[src/rtl/vga_pkg.sv]
// vga_pkg: shared VGA raster definitions.
//   - coord_t: pixel coordinate type shared by the timing generator and
//     every downstream renderer.
//   - Default 640x480 @ 60 Hz timing constants and the totals / sync
//     windows derived from them.
//   - COORD_LIMIT: largest total a 10-bit coordinate counter can cover.
package vga_pkg;

  typedef logic [9:0] coord_t;

  // Default horizontal timing, in pixel clocks.
  localparam int unsigned DEF_H_VISIBLE = 640;
  localparam int unsigned DEF_H_FRONT   = 16;
  localparam int unsigned DEF_H_SYNC    = 96;
  localparam int unsigned DEF_H_BACK    = 48;

  // Default vertical timing, in lines.
  localparam int unsigned DEF_V_VISIBLE = 480;
  localparam int unsigned DEF_V_FRONT   = 10;
  localparam int unsigned DEF_V_SYNC    = 2;
  localparam int unsigned DEF_V_BACK    = 33;

  // Derived totals and sync windows; each window is [START, END).
  localparam int unsigned DEF_H_TOTAL  = DEF_H_VISIBLE + DEF_H_FRONT + DEF_H_SYNC + DEF_H_BACK;
  localparam int unsigned DEF_V_TOTAL  = DEF_V_VISIBLE + DEF_V_FRONT + DEF_V_SYNC + DEF_V_BACK;
  localparam int unsigned DEF_HS_START = DEF_H_VISIBLE + DEF_H_FRONT;
  localparam int unsigned DEF_HS_END   = DEF_HS_START + DEF_H_SYNC;
  localparam int unsigned DEF_VS_START = DEF_V_VISIBLE + DEF_V_FRONT;
  localparam int unsigned DEF_VS_END   = DEF_VS_START + DEF_V_SYNC;

  // A coord_t counter can count 0..1023, so totals may not exceed 1024.
  localparam int unsigned COORD_LIMIT = 1024;

  localparam int unsigned DEF_FRAME_CNT_W = 16;

endpackage

[src/rtl/wrap_counter.sv]
// wrap_counter: modulo-N up-counter with enable.
//   Ports:
//     clk    in   clock
//     rst_n  in   asynchronous active-low reset (count -> 0)
//     en     in   advance the count on this clock
//     count  out  W   current count, 0..N-1
//     wrap   out  1   combinational: en is high and count is N-1, so the
//                     count returns to 0 on the next clock
//   No handshake: the counter free-runs whenever en is high.
module wrap_counter #(
  parameter int unsigned N = 800,
  parameter int unsigned W = 10
) (
  input  logic         clk,
  input  logic         rst_n,
  input  logic         en,
  output logic [W-1:0] count,
  output logic         wrap
);

  localparam logic [W-1:0] LAST = W'(N - 1);
  localparam logic [W-1:0] ONE  = {{(W-1){1'b0}}, 1'b1};

  if ((N < 1) || (N > (1 << W))) begin : g_bad_modulus
    $error("wrap_counter: modulus N does not fit in W bits");
  end

  logic at_last;

  assign at_last = (count == LAST);
  assign wrap    = en && at_last;

  always_ff @(posedge clk or negedge rst_n) begin
    if (!rst_n) begin
      count <= '0;
    end else if (en) begin
      count <= at_last ? '0 : (count + ONE);
    end
  end

endmodule

[src/rtl/vga_timing_gen.sv]
// vga_timing_gen: free-running VGA raster timing generator.
//   Ports:
//     vga_clk      in   pixel clock (25 MHz nominal for 640x480 @ 60 Hz)
//     reset_n      in   asynchronous active-low reset
//     hs           out  horizontal sync, active low
//     vs           out  vertical sync, active low
//     blank        out  1 = visible pixel, 0 = blanking interval
//     DrawX        out  presented pixel column, 0..H_TOTAL-1
//     DrawY        out  presented pixel row,    0..V_TOTAL-1
//     line_start   out  one-clock pulse while DrawX == 0
//     frame_start  out  one-clock pulse while DrawX == 0 and DrawY == 0
//     frame_count  out  completed-frame counter (wraps modulo 2^FRAME_CNT_W)
//   There is no input handshake: the raster free-runs out of reset.
//
// hc/vc are the position that will be presented on the next clock. Every
// output is registered from the same hc/vc, so all of them describe one
// pixel and lag the counters by exactly one clock.
module vga_timing_gen
  import vga_pkg::*;
#(
  parameter int unsigned H_VISIBLE   = DEF_H_VISIBLE,
  parameter int unsigned H_FRONT     = DEF_H_FRONT,
  parameter int unsigned H_SYNC      = DEF_H_SYNC,
  parameter int unsigned H_BACK      = DEF_H_BACK,
  parameter int unsigned V_VISIBLE   = DEF_V_VISIBLE,
  parameter int unsigned V_FRONT     = DEF_V_FRONT,
  parameter int unsigned V_SYNC      = DEF_V_SYNC,
  parameter int unsigned V_BACK      = DEF_V_BACK,
  parameter int unsigned FRAME_CNT_W = DEF_FRAME_CNT_W
) (
  input  logic                   vga_clk,
  input  logic                   reset_n,
  output logic                   hs,
  output logic                   vs,
  output logic                   blank,
  output coord_t                 DrawX,
  output coord_t                 DrawY,
  output logic                   line_start,
  output logic                   frame_start,
  output logic [FRAME_CNT_W-1:0] frame_count
);

  // Totals and sync windows for this instance's timing.
  localparam int unsigned H_TOTAL  = H_VISIBLE + H_FRONT + H_SYNC + H_BACK;
  localparam int unsigned V_TOTAL  = V_VISIBLE + V_FRONT + V_SYNC + V_BACK;
  localparam int unsigned HS_START = H_VISIBLE + H_FRONT;
  localparam int unsigned HS_END   = HS_START + H_SYNC;
  localparam int unsigned VS_START = V_VISIBLE + V_FRONT;
  localparam int unsigned VS_END   = VS_START + V_SYNC;

  if (H_TOTAL > COORD_LIMIT) begin : g_h_too_big
    $error("vga_timing_gen: H_TOTAL exceeds the 10-bit coordinate range");
  end
  if (V_TOTAL > COORD_LIMIT) begin : g_v_too_big
    $error("vga_timing_gen: V_TOTAL exceeds the 10-bit coordinate range");
  end
  if (FRAME_CNT_W < 1) begin : g_fc_too_small
    $error("vga_timing_gen: FRAME_CNT_W must be at least 1");
  end

  // Window limits may equal 1024 (one past the largest coordinate), so
  // the decodes compare in 11 bits to keep every bound representable.
  localparam logic [10:0] H_VIS_X    = 11'(H_VISIBLE);
  localparam logic [10:0] V_VIS_X    = 11'(V_VISIBLE);
  localparam logic [10:0] HS_START_X = 11'(HS_START);
  localparam logic [10:0] HS_END_X   = 11'(HS_END);
  localparam logic [10:0] VS_START_X = 11'(VS_START);
  localparam logic [10:0] VS_END_X   = 11'(VS_END);

  localparam logic [FRAME_CNT_W-1:0] FC_ONE = {{(FRAME_CNT_W-1){1'b0}}, 1'b1};

  // Raster counters: next position to present.
  coord_t hc;
  coord_t vc;
  logic   h_wrap;
  logic   v_wrap;

  wrap_counter #(
    .N (H_TOTAL),
    .W (10)
  ) u_h_counter (
    .clk   (vga_clk),
    .rst_n (reset_n),
    .en    (1'b1),
    .count (hc),
    .wrap  (h_wrap)
  );

  // The line counter only steps when the pixel counter wraps.
  wrap_counter #(
    .N (V_TOTAL),
    .W (10)
  ) u_v_counter (
    .clk   (vga_clk),
    .rst_n (reset_n),
    .en    (h_wrap),
    .count (vc),
    .wrap  (v_wrap)
  );

  // Decodes of the position about to be presented.
  logic [10:0] hc_x;
  logic [10:0] vc_x;
  logic        blank_d;
  logic        hs_d;
  logic        vs_d;
  logic        line_start_d;
  logic        frame_start_d;

  assign hc_x = {1'b0, hc};
  assign vc_x = {1'b0, vc};

  always_comb begin
    blank_d       = 1'b0;
    hs_d          = 1'b1;
    vs_d          = 1'b1;
    line_start_d  = 1'b0;
    frame_start_d = 1'b0;

    blank_d = (hc_x < H_VIS_X) && (vc_x < V_VIS_X);
    if ((hc_x >= HS_START_X) && (hc_x < HS_END_X)) begin
      hs_d = 1'b0;
    end
    // vc only changes together with hc returning to 0, so vs moves on
    // the same presented pixel as DrawX returning to 0.
    if ((vc_x >= VS_START_X) && (vc_x < VS_END_X)) begin
      vs_d = 1'b0;
    end
    line_start_d  = (hc == '0);
    frame_start_d = (hc == '0) && (vc == '0);
  end

  // Set once the raster has run through its last pixel since reset. The
  // frame_start that follows a completed frame bumps frame_count; the
  // very first frame_start after reset has no completed frame behind it
  // and leaves the count at 0.
  logic frame_completed;

  always_ff @(posedge vga_clk or negedge reset_n) begin
    if (!reset_n) begin
      frame_completed <= 1'b0;
    end else if (v_wrap) begin
      frame_completed <= 1'b1;
    end
  end

  always_ff @(posedge vga_clk or negedge reset_n) begin
    if (!reset_n) begin
      hs          <= 1'b1;
      vs          <= 1'b1;
      blank       <= 1'b0;
      DrawX       <= '0;
      DrawY       <= '0;
      line_start  <= 1'b0;
      frame_start <= 1'b0;
    end else begin
      hs          <= hs_d;
      vs          <= vs_d;
      blank       <= blank_d;
      DrawX       <= hc;
      DrawY       <= vc;
      line_start  <= line_start_d;
      frame_start <= frame_start_d;
    end
  end

  always_ff @(posedge vga_clk or negedge reset_n) begin
    if (!reset_n) begin
      frame_count <= '0;
    end else if (frame_start_d && frame_completed) begin
      frame_count <= frame_count + FC_ONE;
    end
  end

endmodule

[config.mk]
export PLATFORM = sky130hd
export DESIGN_NAME = vga_timing_gen
export DESIGN_NICKNAME = d
export VERILOG_FILES = /design/src/rtl/vga_pkg.sv /design/src/rtl/wrap_counter.sv /design/src/rtl/vga_timing_gen.sv
export SDC_FILE = /design/constraint.sdc
export NUM_CORES = 1
export LEC_CHECK = 0
export CORE_UTILIZATION = 45
export DETAILED_ROUTE_END_ITERATION = 12
export GPL_TIMING_DRIVEN = 0
export PLACE_DENSITY_LB_ADDON = 0.2
export SKIP_CTS_REPAIR_TIMING = 1
export SLEW_MARGIN = 20
export SYNTH_ARGS = -nofsm -noshare
export SYNTH_HDL_FRONTEND = slang
export SYNTH_SLANG_ARGS = --single-unit
[constraint.sdc]
create_clock -name vga_clk -period 4.8 [get_ports vga_clk]
set_input_delay 0.48 -clock vga_clk [delete_from_list [all_inputs] [get_ports vga_clk]]
set_output_delay 0.48 -clock vga_clk [all_outputs]
set_load 0.01 [all_outputs]
==> reports/summary.txt, run 1 <==
Grt ovf: 0
Initial antenna violation count: 0
CORE AREA: 5510 µm²
Least-Margin Pin Slew: 550 ps
Root Driver: clkbuf_8
Synth cell types: 35
DR vias/cell: 5.03
CTS tree: built
Largest net degree at the start of global routing: 35
Num CTS Buffers: 9
RSZ-0062 raised after global routing: false
Die area: 6000 µm²
Syn Nets: 222
Die Y: 77.5 µm
Max Clk Rate: 474 MHz
Final TNS setup: 0 ps
Initial Util: 46.5%
Pins Over Slew Limit: 0
Status: complete, no violations
Placer Congestion: 0.802
Clk buf depth: 2
Syn Area/Cell: 11.9 µm²
Total routed wirelength: 4570 µm
Power Density: 286 nW/µm²
Top_reg_cell synth: dfrtp_1
Routed Antenna Nets: 0
Crit path max fanout: 10
Port bufs: 42
CTS sink cnt: 62
CP Data Arrival Time: 2360 ps
Yosys warns: 0
Final setup violation count: 0
Crit path time final: 2110 ps
Filler instances: 452
Clk_skew: 6.83 ps
Mapped Cells: 215
Final #Nets: 276
Mapped Area: 2560 µm²
GR Util All Layers: 17.2%
First DRT Iteration DRCs: 134
# H-tree levels: 3
Routed vias: 1,741
WHS: 61.5 ps
Crit start category: flop
# IOs: 43
Residual DRC: 0
Number of diodes: 0
Seq cells post-synth: 62
Synth-to-layout area growth: 27.3%
First-pass GRT wire length: 7870 µm
Worst Setup Path Type: flop to flop
Seq/Total Area, Yosys: 60.6%
Die X: 77.5 µm
Vias in the first global route: 1,679
Worst-path clk slew: 70 ps
Req. time, crit path: 5050 ps
Hold WC Path Type: input pin to asynchronous set/reset pin
EDFF count, synth: 0
Max cap viols: 0
Final hold vios: 0
HPWL Detailed: 3170 µm
Area share of the leading cell type in the synthesized netlist: 58.6%
Per-cell routed wire length: 13.2 µm
Nature of the critical path endpoint: flop
Post-synth ARST share: 100%
Skew-Pair Late Insertion Delay: 330 ps
Synth top area cells: dfrtp_1, xor2_1, xnor2_1
Max IR drop VDD: 0.000156 V
Rel. slew slack: 63.3%
Fin crit share: 43.9%
Leakage power: 1.51 nW
Num rows: 27
Ratio of cells with drive above 1 in the final layout: 9.49%
Yosys top cell by area: dfrtp_1
Pre-antenna DRT Iters: 4
## state kept, by name, indices dropped and copies added, names as in the netlist
| name | flops |
|---|---|
| frame_start | 1 |
| u_v_counter.count | 10 |
| blank | 1 |
| vs | 1 |
| frame_count | 16 |
| DrawY | 10 |
| hs | 1 |
| line_start | 1 |
| frame_completed | 1 |
| DrawX | 10 |
| u_h_counter.count | 10 |
## routing by layer
layer  vias up  GRT usage [%]  part of all wire (%)  wire [µm]
met5         -              0                     0          0
met3         9           3.65                   3.2        146
met2        32           24.9                    46       2090
li1        860              -                     -          -
met4         0           11.3                   2.5        116
met1       840           23.4                    48       2210
## worst max-delay path: stages (launching register included)
cell	delay, ps
dfrtp_1	430
inv_1	110
ha_1	150
nor4b_2	460
nand4b_4	250
buf_6	220
nor3_1	250
xor2_1	170
## cell usage after synthesis (2+ instances only)
cell / count
dfrtp_1: 60
buf_2: 3
nor3_1: 12
xor2_1: 15
ha_1: 5
nor4_1: 6
a21o_1: 2
o21ai_0: 6
o31ai_1: 4
nor2_1: 14
or3_1: 2
nand4_1: 8
nand2_1: 15
dfstp_2: 2
nand3_1: 16
nor4b_2: 2
inv_1: 11
xnor2_1: 10
nor4_4: 2
and4_1: 3
and3_1: 3
## logic make-up (layout without fill, tap and decap cells)
family | Yosys count | in the layout | share of synthesized area [%]
flops | 62 | 62 | 60.6
xor+xnor | 25 | 25 | 8.54
buf+inv | 16 | 75 | 2.78
mux | 2 | 2 | 0.830
compound gates | 17 | 17 | 4.44
simple gates | 88 | 88 | 20.3
fa+ha+maj | 5 | 5 | 2.44
## area by class of cell
cell class              instances  area, µm²  area share [%]
flip-flops and latches         62       1550            47.6
multi-input cells             137        937            28.7
repair buffers                 43        438            13.4
clock buffers                  15        166            5.10
inverters                      11       41.3            1.27
clock inverters                 1       5.00           0.153
plain buffers                   5       30.0           0.921
well taps                      72       90.1            2.76
## per-stage QoR
step,worst slack [ps],util (%),power [W],instance area [µm²],cells
after floorplan,2930,-,0.000532,2560,215
after global placement,1290,55.8,0.000543,3070,329
after detailed placement,2740,56.1,0.000545,3090,330
after CTS,2690,59.2,0.000945,3260,346
after global routing,2570,59.2,0.000970,3260,346
final,2690,59.2,0.000933,3260,346
## power by group
part	switching, W	internal, W
logic	0.00000970	0.00000219
registers	0	0.000523
clock network	0.000182	0.000216
## worst paths after layout
kind	startpoint	cells past startpoint	slack, ps	end
max in group asynchronous	reset_n	2	4180	hs
setup reg to reg	u_v_counter.count[0]	7	2690	frame_count[3]
hold / removal	reset_n	1	60	DrawY[8]
setup / recovery	u_v_counter.count[0]	7	2690	frame_count[3]
hold reg to reg	u_h_counter.count[4]	0	390	DrawX[4]
min in group vga_clk	u_h_counter.count[4]	0	390	DrawX[4]
## placed cells by master, fill, tap and decap left out, drive strengths merged, types with 3 or more instances in the layout
| cell | count |
|---|---|
| nand4 | 8 |
| xor2 | 15 |
| nor4b | 3 |
| xnor2 | 10 |
| dfrtp | 60 |
| nor4 | 8 |
| nand2 | 15 |
| and3 | 3 |
| and4 | 3 |
| o21ai | 6 |
| clkdlybuf4s50 | 41 |
| inv | 11 |
| o31ai | 4 |
| nand3 | 16 |
| nor2 | 14 |
| ha | 5 |
| buf | 6 |
| clkbuf | 16 |
| nor3 | 12 |
Note: power is estimated with default switching activity, not from simulation.
==> inputs of run 2 (changes only) <==
clock period = 1.8 ns   (was 4.8 ns; I/O delays follow)
==> reports/summary.txt, run 2 (same netlist as run 1, synthesis figures left out) <==
DR vias/cell: 5.25
Grt ovf: 0
Final #Nets: 287
CP Data Arrival Time: 2150 ps
Largest net degree at the start of global routing: 34
Die X: 77.5 µm
Num rows: 27
First-pass GRT wire length: 7950 µm
Die Y: 77.5 µm
Switching share of power: 20.8%
Clk buf depth: 2
Reg power frac: 56.1%
Max cap viols: 0
Post-route cell area: 3640 µm²
Ratio of cells with drive above 1 in the final layout: 25.0%
Pre-antenna DRT Iters: 4
Hold WC Path Type: input pin to asynchronous set/reset pin
Root Driver: clkbuf_8
HPWL Detailed: 3280 µm
Failing checks: setup timing
Final setup violation count: 18
Power share of the clock group: 42.5%
Power Density: 681 nW/µm²
Clk_skew: 7.60 ps
Filler instances: 412
NetSw: 0.000515 W
CTS sink cnt: 62
Comb pwr share: 1.3%
Max IR drop VDD: 0.000443 V
Crit path max fanout: 7
Final hold vios: 0
GR Util All Layers: 17.6%
Synth-to-layout area growth: 42.2%
Int Pwr: 0.00197 W
Per-cell routed wire length: 14.7 µm
Total routed wirelength: 5230 µm
# H-tree levels: 3
Routed Antenna Nets: 0
Biggest register: frame_count
Leakage power: 1.75 nW
Die area: 6000 µm²
Port bufs: 42
# IOs: 43
Skew-Pair Late Insertion Delay: 340 ps
Final worst setup slack: -158 ps
First DRT Iteration DRCs: 70
Nature of the critical path endpoint: flop
Req. time, crit path: 1990 ps
Worst-path clk slew: 60 ps
Multi-input logic area: 1190 µm²
Num CTS Buffers: 9
Number of diodes: 0
Status: complete, but fails checks
Least-Margin Pin Slew: 380 ps
Crit path time final: 1960 ps
Initial Util: 46.5%
Worst Setup Path Type: flop to flop
CTS tree: built
RSZ-0062 raised after global routing: true
Most frequent cells in the layout: dfrtp_1, clkdlybuf4s50_1, xor2_1, nand2_1
CORE AREA: 5510 µm²
Placed Area: 3110 µm²
Initial antenna violation count: 0
Vias in the first global route: 1,715
Routed vias: 1,869
Final Power: 0.00248 W
WHS: 310 ps
FF+latch area: 1560 µm²
Max reg flops: 16
Max Clk Rate: 511 MHz
Residual DRC: 0
Fin crit share: 109%
Pins Over Slew Limit: 0
Crit start category: flop
Placer Congestion: 0.781
Most common library cell in the layout ignoring fill and taps: dfrtp_1
Rel. slew slack: 74.5%
## run 2: cell count changes in the layout (fill, tap and decap cells not counted), moves of 4 or more
cell,change
nor4_1,-5
nor3_4,+6
dfrtp_1,-6
nand3_1,-4
buf_4,+10
nor3_1,-9
dfrtp_2,+6
## run 2: power by group through the flow
stage | registers (W) | clock network (W) | logic (W)
2_1_floorplan | 0.00142 | 0 | 0.000000000449
3_3_place_gp | 0.00142 | 0 | 0.0000298
3_5_place_dp | 0.00142 | 0 | 0.0000345
4_1_cts | 0.00139 | 0.00107 | 0.0000346
5_1_grt | 0.00139 | 0.00114 | 0.0000400
6_report | 0.00139 | 0.00106 | 0.0000334
## run 2: cell type report
| type | count | area share, % |
|---|---|---|
| sequential | 62 | 42.8 |
| multi-input combinational | 137 | 32.8 |
| timing repair buffer | 56 | 15.3 |
| clock buffer | 14 | 4.46 |
| tap | 72 | 2.47 |
| inverter | 11 | 1.20 |
| buffer | 3 | 0.755 |
| clock inverter | 1 | 0.137 |
## run 2: metrics by stage
step | worst slack (ps) | TNS (ps) | std cells | utilization (%)
finish | -158 | -894 | 356 | 66.2
global route | -250 | -2780 | 356 | 66.2
CTS | -252 | -3170 | 345 | 59.4
detailed placement | -240 | -2550 | 330 | 56.4
global placement | -1440 | -89730 | 329 | 56.1
floorplan | -1.06 | -1.06 | 215 | -
## run 2: worst paths after layout
kind                            depth (start not counted)  slack [ps]                   end                 start
worst max-delay path                                    6        -160  u_v_counter.count[4]  u_h_counter.count[1]
worst min-delay path                                    2         310       frame_count[10]               reset_n
max in group asynchronous                               3         930                    hs               reset_n
worst max register to register                          6        -160  u_v_counter.count[4]  u_h_counter.count[1]
min in group vga_clk                                    0         430              DrawX[7]  u_h_counter.count[7]
worst min register to register                          0         430              DrawX[7]  u_h_counter.count[7]
## run 2: worst max-delay path, cell delays in order (launching register included)
cell	delay, ps
dfrtp_1	420
ha_2	250
nand3_4	140
or3_1	390
buf_2	180
o31ai_1	280
o21ai_0	150
## run 2: layer usage
metal	up-vias	global-route usage, %	part of all wire, %
li1	883	-	-
met1	942	22.5	44
met2	33	26.5	51
met3	11	5.65	2.4
met4	0	9.62	2.4
met5	-	0	0
